### config.mk
export PLATFORM = sky130hd
export DESIGN_NAME = sbox_cfg_loader_flat
export DESIGN_NICKNAME = d
export VERILOG_FILES = /design/src/rtl/sbox_cfg_pkg.sv /design/src/rtl/sbox_cfg_loader_if.sv /design/src/rtl/sbox_cfg_loader.sv /design/src/flat_wrapper.sv
export SDC_FILE = /design/constraint.sdc
export NUM_CORES = 1
export LEC_CHECK = 0
export ABC_AREA = 1
export CAP_MARGIN = 15
export CORE_UTILIZATION = 51
export CTS_CLUSTER_DIAMETER = 120
export DETAILED_ROUTE_END_ITERATION = 12
export PLACE_DENSITY_LB_ADDON = 0.05
export SYNTH_ARGS = -nofsm -noshare
export SYNTH_HDL_FRONTEND = slang
export SYNTH_SLANG_ARGS = --single-unit
### constraint.sdc
create_clock -name clk -period 2.35 [get_ports clk]
set_input_delay 0.47 -clock clk [delete_from_list [all_inputs] [get_ports clk]]
set_output_delay 0.47 -clock clk [all_outputs]
set_load 0.01 [all_outputs]
### src/rtl/sbox_cfg_pkg.sv
// Shared geometry, state encoding and row type for the programmable 5-bit S-box loader.
package sbox_cfg_pkg;
  localparam int COL_W    = 5;
  localparam int COLS     = 4;
  localparam int ROWS     = 8;
  localparam int ENTRIES  = ROWS * COLS;
  localparam int COL_BITS = $clog2(COLS);
  localparam int ROW_BITS = $clog2(ROWS);
  localparam int ADDR_W   = ROW_BITS + COL_BITS;
  localparam int CNT_W    = ADDR_W + 1;
  localparam int ROW_W    = COLS * COL_W;

  typedef enum logic [2:0] {IDLE, LOAD, WRITE, VERIFY, DONE} loader_state_e;

  typedef logic [ROW_W-1:0] row_t;
endpackage

### src/rtl/sbox_cfg_loader_if.sv
// Entry stream (valid/ready/data) from the configuration front-end into the S-box loader.
interface sbox_cfg_loader_if;
  import sbox_cfg_pkg::*;

  logic             s_valid_i;
  logic             s_ready_o;
  logic [COL_W-1:0] s_data_i;

  modport master (output s_valid_i, output s_data_i, input s_ready_o);
  modport slave  (input s_valid_i, input s_data_i, output s_ready_o);
endinterface

### src/rtl/sbox_cfg_loader.sv
// S-box write-side loader: packs 32 streamed entries into 8 row writes and muxes the S-box address.
// Optional read-back check of every entry after the load: define SBOX_CFG_VERIFY_EN.
//
// state  | meaning
// IDLE   | datapath owns the S-box address, waiting for start_i
// LOAD   | accepting entries into the row buffer
// WRITE  | one-cycle row write strobe to the S-box
// VERIFY | reading back all entries against the shadow copy
// DONE   | one-cycle completion pulse
module sbox_cfg_loader
  import sbox_cfg_pkg::*;
(
  input  logic               clk,
  input  logic               rst_n,
  input  logic               start_i,
  input  logic               abort_i,
  sbox_cfg_loader_if.slave   s,
  input  logic [ADDR_W-1:0]  lookup_addr_i,
  output logic               sbox_update_o,
  output logic [ADDR_W-1:0]  sbox_addr_o,
  output row_t               sbox_wdata_o,
  input  logic [COL_W-1:0]   sbox_rdata_i,
  output logic               busy_o,
  output logic               done_o,
  output logic               err_o
);

  loader_state_e          state_q, state_d;
  logic [CNT_W-1:0]       cnt_q;
  row_t                   row_buf_q;
  row_t                   wdata_q;
  logic [COL_BITS-1:0]    col;
  logic [ROW_BITS-1:0]    wr_row;
  logic                   last_row;

  assign col      = cnt_q[COL_BITS-1:0];
  // cnt has already stepped past the row when WRITE is reached
  assign wr_row   = ROW_BITS'((cnt_q - CNT_W'(1)) >> COL_BITS);
  assign last_row = (cnt_q == CNT_W'(ENTRIES));

`ifdef SBOX_CFG_VERIFY_EN
  row_t              shadow_q [ROWS];
  logic [ADDR_W-1:0] vidx_q;
  logic              err_q;
  row_t              vrow;
  logic [COL_W-1:0]  vexp;

  assign vrow  = shadow_q[vidx_q[ADDR_W-1:COL_BITS]];
  assign vexp  = vrow[int'(vidx_q[COL_BITS-1:0])*COL_W +: COL_W];
  assign err_o = err_q;

  always_ff @(posedge clk or negedge rst_n) begin
    if (!rst_n) begin
      for (int i = 0; i < ROWS; i++) shadow_q[i] <= '0;
      vidx_q <= '0;
      err_q  <= 1'b0;
    end else begin
      if (state_q == IDLE && start_i) begin
        vidx_q <= '0;
        err_q  <= 1'b0;
      end
      if (state_q == WRITE) shadow_q[wr_row] <= row_buf_q;
      if (state_q == VERIFY) begin
        vidx_q <= vidx_q + ADDR_W'(1);
        if (sbox_rdata_i != vexp) err_q <= 1'b1;
      end
    end
  end
`else
  logic unused_rdata;
  assign unused_rdata = ^sbox_rdata_i;
  assign err_o        = 1'b0;
`endif

  always_ff @(posedge clk or negedge rst_n) begin
    if (!rst_n) state_q <= IDLE;
    else        state_q <= state_d;
  end

  always_comb begin
    state_d       = state_q;
    s.s_ready_o   = 1'b0;
    sbox_update_o = 1'b0;
    busy_o        = 1'b1;
    done_o        = 1'b0;
    sbox_addr_o   = cnt_q[ADDR_W-1:0];
    sbox_wdata_o  = wdata_q;
    case (state_q)
      IDLE: begin
        busy_o      = 1'b0;
        sbox_addr_o = lookup_addr_i;
        if (start_i) state_d = LOAD;
      end
      LOAD: begin
        s.s_ready_o = 1'b1;
        if (abort_i)                         state_d = IDLE;
        else if (s.s_valid_i && (&col))      state_d = WRITE;
      end
      WRITE: begin
        sbox_update_o = 1'b1;
        sbox_addr_o   = {wr_row, {COL_BITS{1'b0}}};
        sbox_wdata_o  = row_buf_q;
`ifdef SBOX_CFG_VERIFY_EN
        if (last_row) state_d = VERIFY;
`else
        if (last_row) state_d = DONE;
`endif
        else          state_d = LOAD;
      end
`ifdef SBOX_CFG_VERIFY_EN
      VERIFY: begin
        sbox_addr_o = vidx_q;
        if (&vidx_q) state_d = DONE;
      end
`endif
      DONE: begin
        done_o  = 1'b1;
        state_d = IDLE;
      end
      default: state_d = IDLE;
    endcase
  end

  always_ff @(posedge clk or negedge rst_n) begin
    if (!rst_n) begin
      cnt_q     <= '0;
      row_buf_q <= '0;
      wdata_q   <= '0;
    end else begin
      if (state_q == IDLE && start_i) begin
        cnt_q <= '0;
      end else if (state_q == LOAD && s.s_valid_i && !abort_i) begin
        row_buf_q[int'(col)*COL_W +: COL_W] <= s.s_data_i;
        cnt_q <= cnt_q + CNT_W'(1);
      end
      // keep the last written row on the port outside WRITE
      if (state_q == WRITE) wdata_q <= row_buf_q;
    end
  end

endmodule

### src/flat_wrapper.sv
// flat-port wrapper written by rule: the top's interface ports become plain ports
module sbox_cfg_loader_flat import sbox_cfg_pkg::*;
  (clk, rst_n, start_i, abort_i, lookup_addr_i, sbox_update_o, sbox_addr_o, sbox_wdata_o, sbox_rdata_i, busy_o, done_o, err_o, s_s_valid_i, s_s_data_i, s_s_ready_o);
  sbox_cfg_loader_if s_i ();
  input  logic clk;
  input  logic rst_n;
  input  logic start_i;
  input  logic abort_i;
  input  logic [ADDR_W-1:0] lookup_addr_i;
  output logic sbox_update_o;
  output logic [ADDR_W-1:0] sbox_addr_o;
  output row_t sbox_wdata_o;
  input  logic [COL_W-1:0] sbox_rdata_i;
  output logic busy_o;
  output logic done_o;
  output logic err_o;
  input wire logic [$bits(s_i.s_valid_i)-1:0] s_s_valid_i;
  input wire logic [$bits(s_i.s_data_i)-1:0] s_s_data_i;
  output wire logic [$bits(s_i.s_ready_o)-1:0] s_s_ready_o;
  assign s_i.s_valid_i = s_s_valid_i;
  assign s_i.s_data_i = s_s_data_i;
  assign s_s_ready_o = s_i.s_ready_o;
  sbox_cfg_loader u_core (.clk(clk), .rst_n(rst_n), .start_i(start_i), .abort_i(abort_i), .s(s_i), .lookup_addr_i(lookup_addr_i), .sbox_update_o(sbox_update_o), .sbox_addr_o(sbox_addr_o), .sbox_wdata_o(sbox_wdata_o), .sbox_rdata_i(sbox_rdata_i), .busy_o(busy_o), .done_o(done_o), .err_o(err_o));
endmodule
# ---- Word level (Yosys, flattened, before mapping)
# Index checks and enable logic that the tools add are counted.
dict set report op_classes {
  mul 1
  mux 14
  bitwise_logic 1
  n_eq_ne 6
  shift 2
  add_sub_neg 3
  reduce_logical 10
}
# cell n
set op_table {}
lappend op_table {{negator 32 -> 33 bit} 1}
lappend op_table {{variable shift 5 x 33 -> 20 bit (first input constant)} 1}
lappend op_table {{variable part select 5 x 33 -> 20 bit} 1}
lappend op_table {{bitwise mux 20 bit} 1}
lappend op_table {{two-way mux 20 bit} 1}
lappend op_table {{two-way mux 3 bit} 4}
lappend op_table {{two-way mux 6 bit} 2}
lappend op_table {{case mux 5 bit (2 select lines)} 1}
lappend op_table {{case mux 3 bit (3 select lines)} 1}
lappend op_table {{adder 6 x 1 -> 6 bit (second input constant)} 1}
lappend op_table {{== test 6 bit (second input constant)} 1}
lappend op_table {{AND reduction 2 bit} 3}
lappend op_table {{multiplier 2 x 3 -> 5 bit (second input constant)} 1}
lappend op_table {{subtractor 5 x 1 -> 5 bit (second input constant)} 1}
lappend op_table {{logical AND 1 bit} 4}
lappend op_table {{two-way mux 1 bit} 4}
lappend op_table {{== test 3 x 1 -> 1 bit (second input constant)} 1}
lappend op_table {{== test 3 x 2 -> 1 bit (second input constant)} 1}
lappend op_table {{== test 3 bit (second input constant)} 1}
lappend op_table {{zero test 3 bit} 1}
lappend op_table {{!= test 3 x 2 -> 1 bit (second input constant)} 1}
lappend op_table {{!= test 2 bit (second input constant)} 1}
lappend op_table {{nonzero test 2 bit} 1}
lappend op_table {{zero test 1 bit} 1}
lappend op_table {{inverter 1 bit} 1}
dict set report totals {
  inputBits 20
  reg_bits 49
  wordCells 41
  output_inout_bits 30
}

# ---- Longest topological paths before layout
dict set report logic_depth {
  depth_word 5
  mapped_depth 9
  ltp_nobuf 9
}

# ---- Worst setup path before layout
# Ideal clock, no wire load.
dict set report synth_path {
  path_type {reg2out}
  startpoint {reg u_core.cnt_q[0]}
  endpoint {out sbox_addr_o[2]}
  path_stages_with_launch 5
  setup_slack_ns 0.519
  arrival_ns 1.361
  n_path_buf 0
  required_ns 1.880
  path_cell_list {dfrtp_1 -> clkinv_1 -> ha_1 -> xnor2_1 -> a21oi_1}
}
dict set report synth_via {
  elab_chain_cells 2
}
# element line
set synth_lines {}
lappend synth_lines {{start, declared} sbox_cfg_loader.sv:29} ;# logic [CNT_W-1:0] cnt_q;
lappend synth_lines {{start signal, assigned} sbox_cfg_loader.sv:134} ;# cnt_q <= cnt_q + CNT_W'(1);
lappend synth_lines {{subtractor 5 x 1 -> 5 bit} sbox_cfg_loader.sv:38} ;# assign wr_row = ROW_BITS'((cnt_q - CNT_W'(1)) >> COL_BITS);
lappend synth_lines {{case mux 5 bit (2 select lines)} sbox_cfg_loader.sv:88} ;# case (state_q)
lappend synth_lines {{end, declared} flat_wrapper.sv:11} ;# output logic [ADDR_W-1:0] sbox_addr_o;
# Every way passes these cells.

# ---- Worst setup path after layout
dict set report layout_path {
  startpoint {reg u_core.state_q[2]}
  endpoint {out sbox_wdata_o[9]}
}
dict set report layout_via {
  elab_chain_cells 2
}
# element line
set layout_lines {}
lappend layout_lines {{start, declared} sbox_cfg_loader.sv:28} ;# loader_state_e state_q, state_d;
lappend layout_lines {{start signal, assigned} sbox_cfg_loader.sv:77} ;# else state_q <= state_d;
lappend layout_lines {{== test 3 x 2 -> 1 bit} sbox_cfg_loader.sv:88}
lappend layout_lines {{two-way mux 20 bit} sbox_cfg_loader.sv:88}
lappend layout_lines {{end, declared} flat_wrapper.sv:12} ;# output row_t sbox_wdata_o;
# Every way passes these cells.

==> impl_metrics.csv <==
group,metric,value,unit
outcome,outcome,"finished clean",
yosys,syn_avg_cell_area,8.17,um^2
critical_path,cp.required,1.88,ns
cts,cts.path.max_buffers,2,
sta,max_freq,453,MHz
finish,drive_above_1_share,0.0899,
power_and_ir_drop,p_sw,0.00108,W
route,drt_first_pass_iters,4,
yosys,yosysWarnings,0,
global_routing,grt_usage,0.213,
power_and_ir_drop,total_power,0.00300,W
power_and_ir_drop,seqPwrFrac,0.385,
yosys,synth_mux_area_frac,0,
floorplan,die_x,70.2,um
cts,clk_pin_slew,0.09,ns
route,ant_nets,0,
route,drc,0,
floorplan,rows,24,
cts,clkSinkCount,49,
finish,nets,369,
route,drt-wirelength-per-cell,12.0,um
global_routing,grt_max_degree,29,
floorplan,dieArea,4920,um^2
yosys,synthTopCellsByArea,"dfrtp_1 52%, nand2_1 13%, o21ai_0 7.0%",
sta,slew-limit-headroom,0.622,
critical_path,rr_worst_depth,8,
global_routing,grt_pass1_vias,1855,
sta,skew,0.00696,ns
placed_design,place.detailed.hpwl,3660,um
global_routing,grt_pass1_wl,8250,um
critical_path,worst_setup_path_start_kind,"register",
sta,tns,0,ns
min_path,hold_class,"in -> async",
power_and_ir_drop,max-vdd-ir-drop,0.557,mV
route,viasPerCell,4.98,
critical_path,cp_num_cells,6,
placed_design,pre_cts_ws,0.106,ns
critical_path,slowest_delay,0.53,ns
sta,rsz0062_at_grt,"false",
yosys,synth_nets,315,
yosys,synth_cells,290,
sta,hold_viol_final,0,
cts,root_buffer,"clkbuf_8",
critical_path,crit_top_cell,"nand2_1",
yosys,synth.largest_area_cell,"dfrtp_1",
placed_design,globalplace.congestion,0.883,
cts,cts_max_level,2,
route,drt_iter0_drc,101,
global_routing,overflow,0,
yosys,synthXorXnorAreaFrac,0.0111,
sta,finalCritPeriodShare,0.939,
yosys,yosysTopAreaCellShare,0.517,
floorplan,ioPinCount,50,
power_and_ir_drop,comb_power_share,0.412,
sta,drv_slew,0,
route,totalWireLength,4780,um
yosys,async_flop_share,1.00,
cts,cts_tree,"yes",
route,via_count,1977,
cts,clk_latency,0.30,ns
yosys,synth_edf_count,0,
global_routing,grt_antenna_before_repair,0,
critical_path,critical_path_buf_inv_count,2,
power_and_ir_drop,switching_share,0.360,
critical_path,path_class,"reg -> out",
critical_path,crit_chain,"nor2_4 > nand2_4 > inv_4 > nand2_1 > nand2_1 > clkdlybuf4s50_1",
finish,antenna_cells,0,
yosys,ys_types,26,
finish,design_area,3040,um^2
critical_path,cp_max_fo,10,
critical_path,worstPathArrival,1.74,ns
sta,period_needed,2.21,ns
floorplan,die_h,70.2,um
yosys,synth_top_family_by_area,"simple AND/OR/NAND/NOR gates",
sta,tightest_slew,0.567,ns
critical_path,cpMaxStageDelayCell,"clkdlybuf4s50_1",
power_and_ir_drop,p_per_area,987,nW/um^2
yosys,synthAdderAreaFrac,0.0264,
yosys,synth_compound_area_frac,0.0866,
power_and_ir_drop,power_frac_clock,0.203,
yosys,yosys_most_used_dff,"dfrtp_1",
floorplan,placeableCoreArea,4410,um^2
yosys,netlist_area,2370,um^2
critical_path,endpoint_kind,"output port",
yosys,yosys.area_share.simple,0.265,
floorplan,start_util,0.537,
power_and_ir_drop,internal_power,0.00192,W
cts,hold_buffers,0,
job,max_cap_viol_count,0,
sta,setup-violations-final,0,
finish,fin_util,0.688,
placed_design,portBuffers,43,
placed_design,placed_cell_area,2900,um^2
finish,area_growth,28.1,%
critical_path,critPathTopFamily,"buffers and inverters",
cts,cts_buffers,5,
yosys,synth-seq-cells,49,
power_and_ir_drop,leakage,1.63,nW
yosys,synth-seq-area-share,0.517,
sta,worst_slack,0.143,ns
## cell usage in the layout (no fill, tap or decap), types with 2 or more instances in the layout
cell type,instances
nand3_1,26
dlymetal6s2s_1,4
nand4_1,2
nor2_4,3
o22ai_1,2
clkbuf_8,6
nor2_2,3
nand2_1,85
buf_12,2
dlygate4sd2_1,16
o21ai_1,2
buf_4,9
ha_1,4
nor2_1,11
o21ai_0,31
nor3_1,9
inv_1,42
xor2_1,2
clkdlybuf4s50_1,22
o211ai_1,2
dfrtp_1,48
## metrics by stage
step           instances  hold WS (ns)
4_1_cts              397         0.178
2_1_floorplan        290         0.174
5_1_grt              397         0.180
6_report             397         0.159
3_5_place_dp         387         0.464
3_3_place_gp         387         0.460
## power groups by stage
stage          registers, W  logic (W)  clock network [W]
4_1_cts             0.00116    0.00125           0.000620
3_5_place_dp        0.00117    0.00128                  0
5_1_grt             0.00117    0.00139           0.000653
2_1_floorplan       0.00117   0.000740                  0
3_3_place_gp        0.00116    0.00125                  0
6_report            0.00115    0.00124           0.000608
## cell usage after synthesis (2+ instances only)
| cell type | instances |
|---|---|
| buf_2 | 2 |
| buf_4 | 3 |
| dfrtp_1 | 49 |
| ha_1 | 5 |
| inv_1 | 43 |
| nand2_1 | 85 |
| nand3_1 | 26 |
| nand4_1 | 2 |
| nor2_1 | 11 |
| nor2_2 | 3 |
| nor2_4 | 3 |
| nor3_1 | 9 |
| o211ai_1 | 2 |
| o21ai_0 | 33 |
| o22ai_1 | 2 |
| xor2_1 | 2 |
## logic make-up after synthesis
kind of cell,count (synthesis)
AOI/OAI and AO/OA,39
xor gates and xnor gates,3
adders and majority gates,5
buffers and inverters,52
DFF,49
other,1
and+or+nand+nor,141
## per-layer routing
metal | global-route usage | vias to the layer above | share of wire
met1 | 0.279 | 918 | 0.47
li1 | - | 1018 | -
met3 | 0.0404 | 7 | 0.030
met2 | 0.355 | 34 | 0.49
met4 | 0.0733 | 0 | 0.014
met5 | 0 | - | 0
## flip-flops by register name (all words and copies together), names as in the netlist
| name | count |
|---|---|
| u_core.row_buf_q | 20 |
| u_core.state_q | 3 |
| u_core.cnt_q | 6 |
| u_core.wdata_q | 20 |
## cell type report
class	instances	area (um^2)
fill	375	1380
sequential	49	1230
multi-input combinational	189	933
inverter	45	171
clock buffer	7	86.3
clock inverter	1	30.0
tap	52	65.1
timing repair buffer	54	523
## path summary, 6_finish.rpt
| check | startpoint | end | slack [ns] |
|---|---|---|---|
| min in group clk | u_core.wdata_q[6] | u_core.wdata_q[6] | 0.48 |
| worst max-delay path | u_core.state_q[2] | sbox_wdata_o[9] | 0.14 |
| worst min-delay path | rst_n | u_core.wdata_q[15] | 0.16 |
| worst max register to register | u_core.cnt_q[0] | u_core.row_buf_q[18] | 0.65 |
| max in group asynchronous | rst_n | u_core.cnt_q[4] | 1.66 |
| worst min register to register | u_core.wdata_q[6] | u_core.wdata_q[6] | 0.48 |
## timing repair
item,in CTS,in global routing
setup endpoints to repair,24,8
resized for setup,21,6
pin swaps,1,0
gates cloned,0,0
setup buffers,2,0
## worst reg2reg max path, cell delays in order, from the launching register on
cell and delay, ns:
dfrtp_1 0.36, clkinv_1 0.09, buf_4 0.18, ha_1 0.27, inv_1 0.28, nand3_1 0.15
inv_1 0.12, nand3_1 0.08, o21ai_0 0.10
Power figures use the tool's default switching activity.
==> RTL edit, RTL diff (same settings) <==
The option `SBOX_CFG_VERIFY_EN` is turned on by a define.
--- a/src/rtl/sbox_cfg_loader.sv
+++ b/src/rtl/sbox_cfg_loader.sv
@@ -7,6 +7,8 @@
 // WRITE  | one-cycle row write strobe to the S-box
 // VERIFY | reading back all entries against the shadow copy
 // DONE   | one-cycle completion pulse
+`define SBOX_CFG_VERIFY_EN
+
 module sbox_cfg_loader
   import sbox_cfg_pkg::*;
 (
Formal check against the unedited RTL: no difference found for any inputs over 10 cycles, from zero or initial values and one cycle with rst_n low; that may be too few to reach the edited logic, so the function may still have changed.
==> RTL edit against the unedited design <==
  * Power grew to 4.9 times the old value
  * Final area grew to 3.9 times the old value
  * Fmax shrank 5.5%
  * Hold slack improved by 0.31 ns
  * Clock skew up 0.011 ns
  * Register-to-register slack got worse by 0.36 ns
  * Routed wire length grew to 5.7 times the old value
  * Sequential cell count increased by 166
  * Synthesized area grew to 4.2 times the old value
  * First-iteration DRC count rose to 7.4 times the old value
  * Setup slack worse by 0.13 ns
  * Critical path depth increased by 1
  * Via count grew to 4.3 times the old value
  * Critical path type unchanged
==> RTL edit: results (changes against the unedited design) <==
Run status
  • Status: finished clean

Timing
  • Slew Limit Headroom: 0.659 (+0.0375)
  • Final worst path period share: 0.994 (+0.0546)
  • Fin Hold WS: 0.466 ns (+0.307 ns)
  • Worst Skew: 0.0176 ns (+0.0107 ns)

Cells and area
  • # fillers: 1,673 (+350%)
  • Top Registers: u_core.shadow_q: 160 flops, u_core.row_buf_q: 20 flops, u_core.wdata_q: 20 flops
  • Share of cells above drive strength 1: 0.137 (+0.0468)

Detailed routing
  • WL per Instance: 17.2 um (+43%)
  • Met2 wire length: 12.2 mm (+420%)
  • WL final: 27.1 mm (+470%)
  • Total number of vias: 8,443 (+330%)
  • Iter 0 DRT Violations: 743 (+640%)
  • Metal3 WL: 1.65 mm (+1100%)
  • Met1 wire length: 12.8 mm (+470%)

Global route
  • M3 GR Usage: 0.0471 (+0.00670)
  • GRT Total Usage: 0.286 (+0.0732)
  • Largest net degree at the start of global routing: 58 (+100%)
  • M2 GR Usage: 0.454 (+0.0989)
  • Number of global-route vias before repair: 8,040 (+330%)
  • First-pass GRT wire length: 44.3 mm (+440%)
  • GR Util met1: 0.411 (+0.132)

Clock network
  • Clock-pin slew on the worst setup and hold paths: 0.07 ns (-0.02 ns)
  • Bufs on Longest Clock Path: 3 (+1)
  • Resized cells post-CTS: 112 (+430%)
  • H-tree Lvls: 1 (-1)
  • Hold-fix buffers, CTS: 1 (+1)
  • Post-CTS setup buffers: 4 (+2)
  • Worst skew pair latency: 0.52 ns (+0.22 ns)
  • CTS Buf Count: 24 (+19)
  • Root Driver: clkbuf_16

Power and ir drop
  • Clock Power: 3910 uW (+540%)
  • Seq group: 5540 uW (+380%)
  • Pleak: 0.00563 uW (+250%)
  • Peak VDD IR: 0.897 mV (+61%)
  • Seq pwr share: 0.375 (-0.010)
  • Net Sw Frac: 0.374 (+0.0145)

Logic synthesis
  • Most instantiated cells after synthesis: nand2_1, dfrtp_1, o21ai_0
  • Syn Inst Count: 1,237 (+330%)
  • Syn Nets: 1,265 (+300%)
  • Post-synthesis sequential area ratio: 0.538 (+0.0203)
  • Largest cells by area after synthesis: dfrtp_1, nand2_1, o21ai_0
  • Post-synth cell types: 34 (+31%)

Placement
  • Place WS: -0.0164 ns (-0.122 ns)
  • Placed Area: 10,900 um2 (+280%)
  • HPWL Detailed: 16.1 mm (+340%)
  • Placed cell count: 1,527 (+290%)
  • Port Buffers: 49 (+14%)
  • Routability Congestion: 0.868 (-1.7%)

Worst setup path
  • CP peak stage delay: 0.39 ns (-0.14 ns)
  • WP data arrival: 1.86 ns (+0.12 ns)
  • R2r setup slk: 0.29 ns (-0.36 ns)
  • Crit Reg-Reg Endpoint: u_core.err_o$_DFF_PN0_
  • Critical path endpoint: sbox_wdata_o[15]

Min path
  • Hold WC Path Type: reg2reg
## RTL edit: changes by cell type in the layout (fill, tap and decap cells not counted), sizes merged, moves of 37 or more
cell	before	now
buf	12	75
dfrtp	49	215
inv	44	81
nand2	86	417
nand3	26	121
nor2	17	60
o21ai	33	223
## RTL edit: layout make-up
cell class / instances / area [um2] / share of cell area
Tap cell: 260 / 325 / 0.0274
Inverter: 82 / 319 / 0.0269
Multi-Input combinational cell: 870 / 4090 / 0.345
Sequential cell: 215 / 5380 / 0.453
Timing Repair Buffer: 108 / 926 / 0.0780
Clock buffer: 30 / 684 / 0.0576
Timing Repair inverter: 1 / 11.3 / 0.000948
Clock inverter: 11 / 134 / 0.0113
## RTL edit: logic make-up (layout without fill, tap and decap cells)
group	count (synthesis)	in the layout	synth area share
xor+xnor	4	4	0.00500
fa+ha+maj	8	8	0.0100
buf+inv	152	232	0.0647
simple gates	613	613	0.256
compound gates	245	245	0.127
flops	215	215	0.538
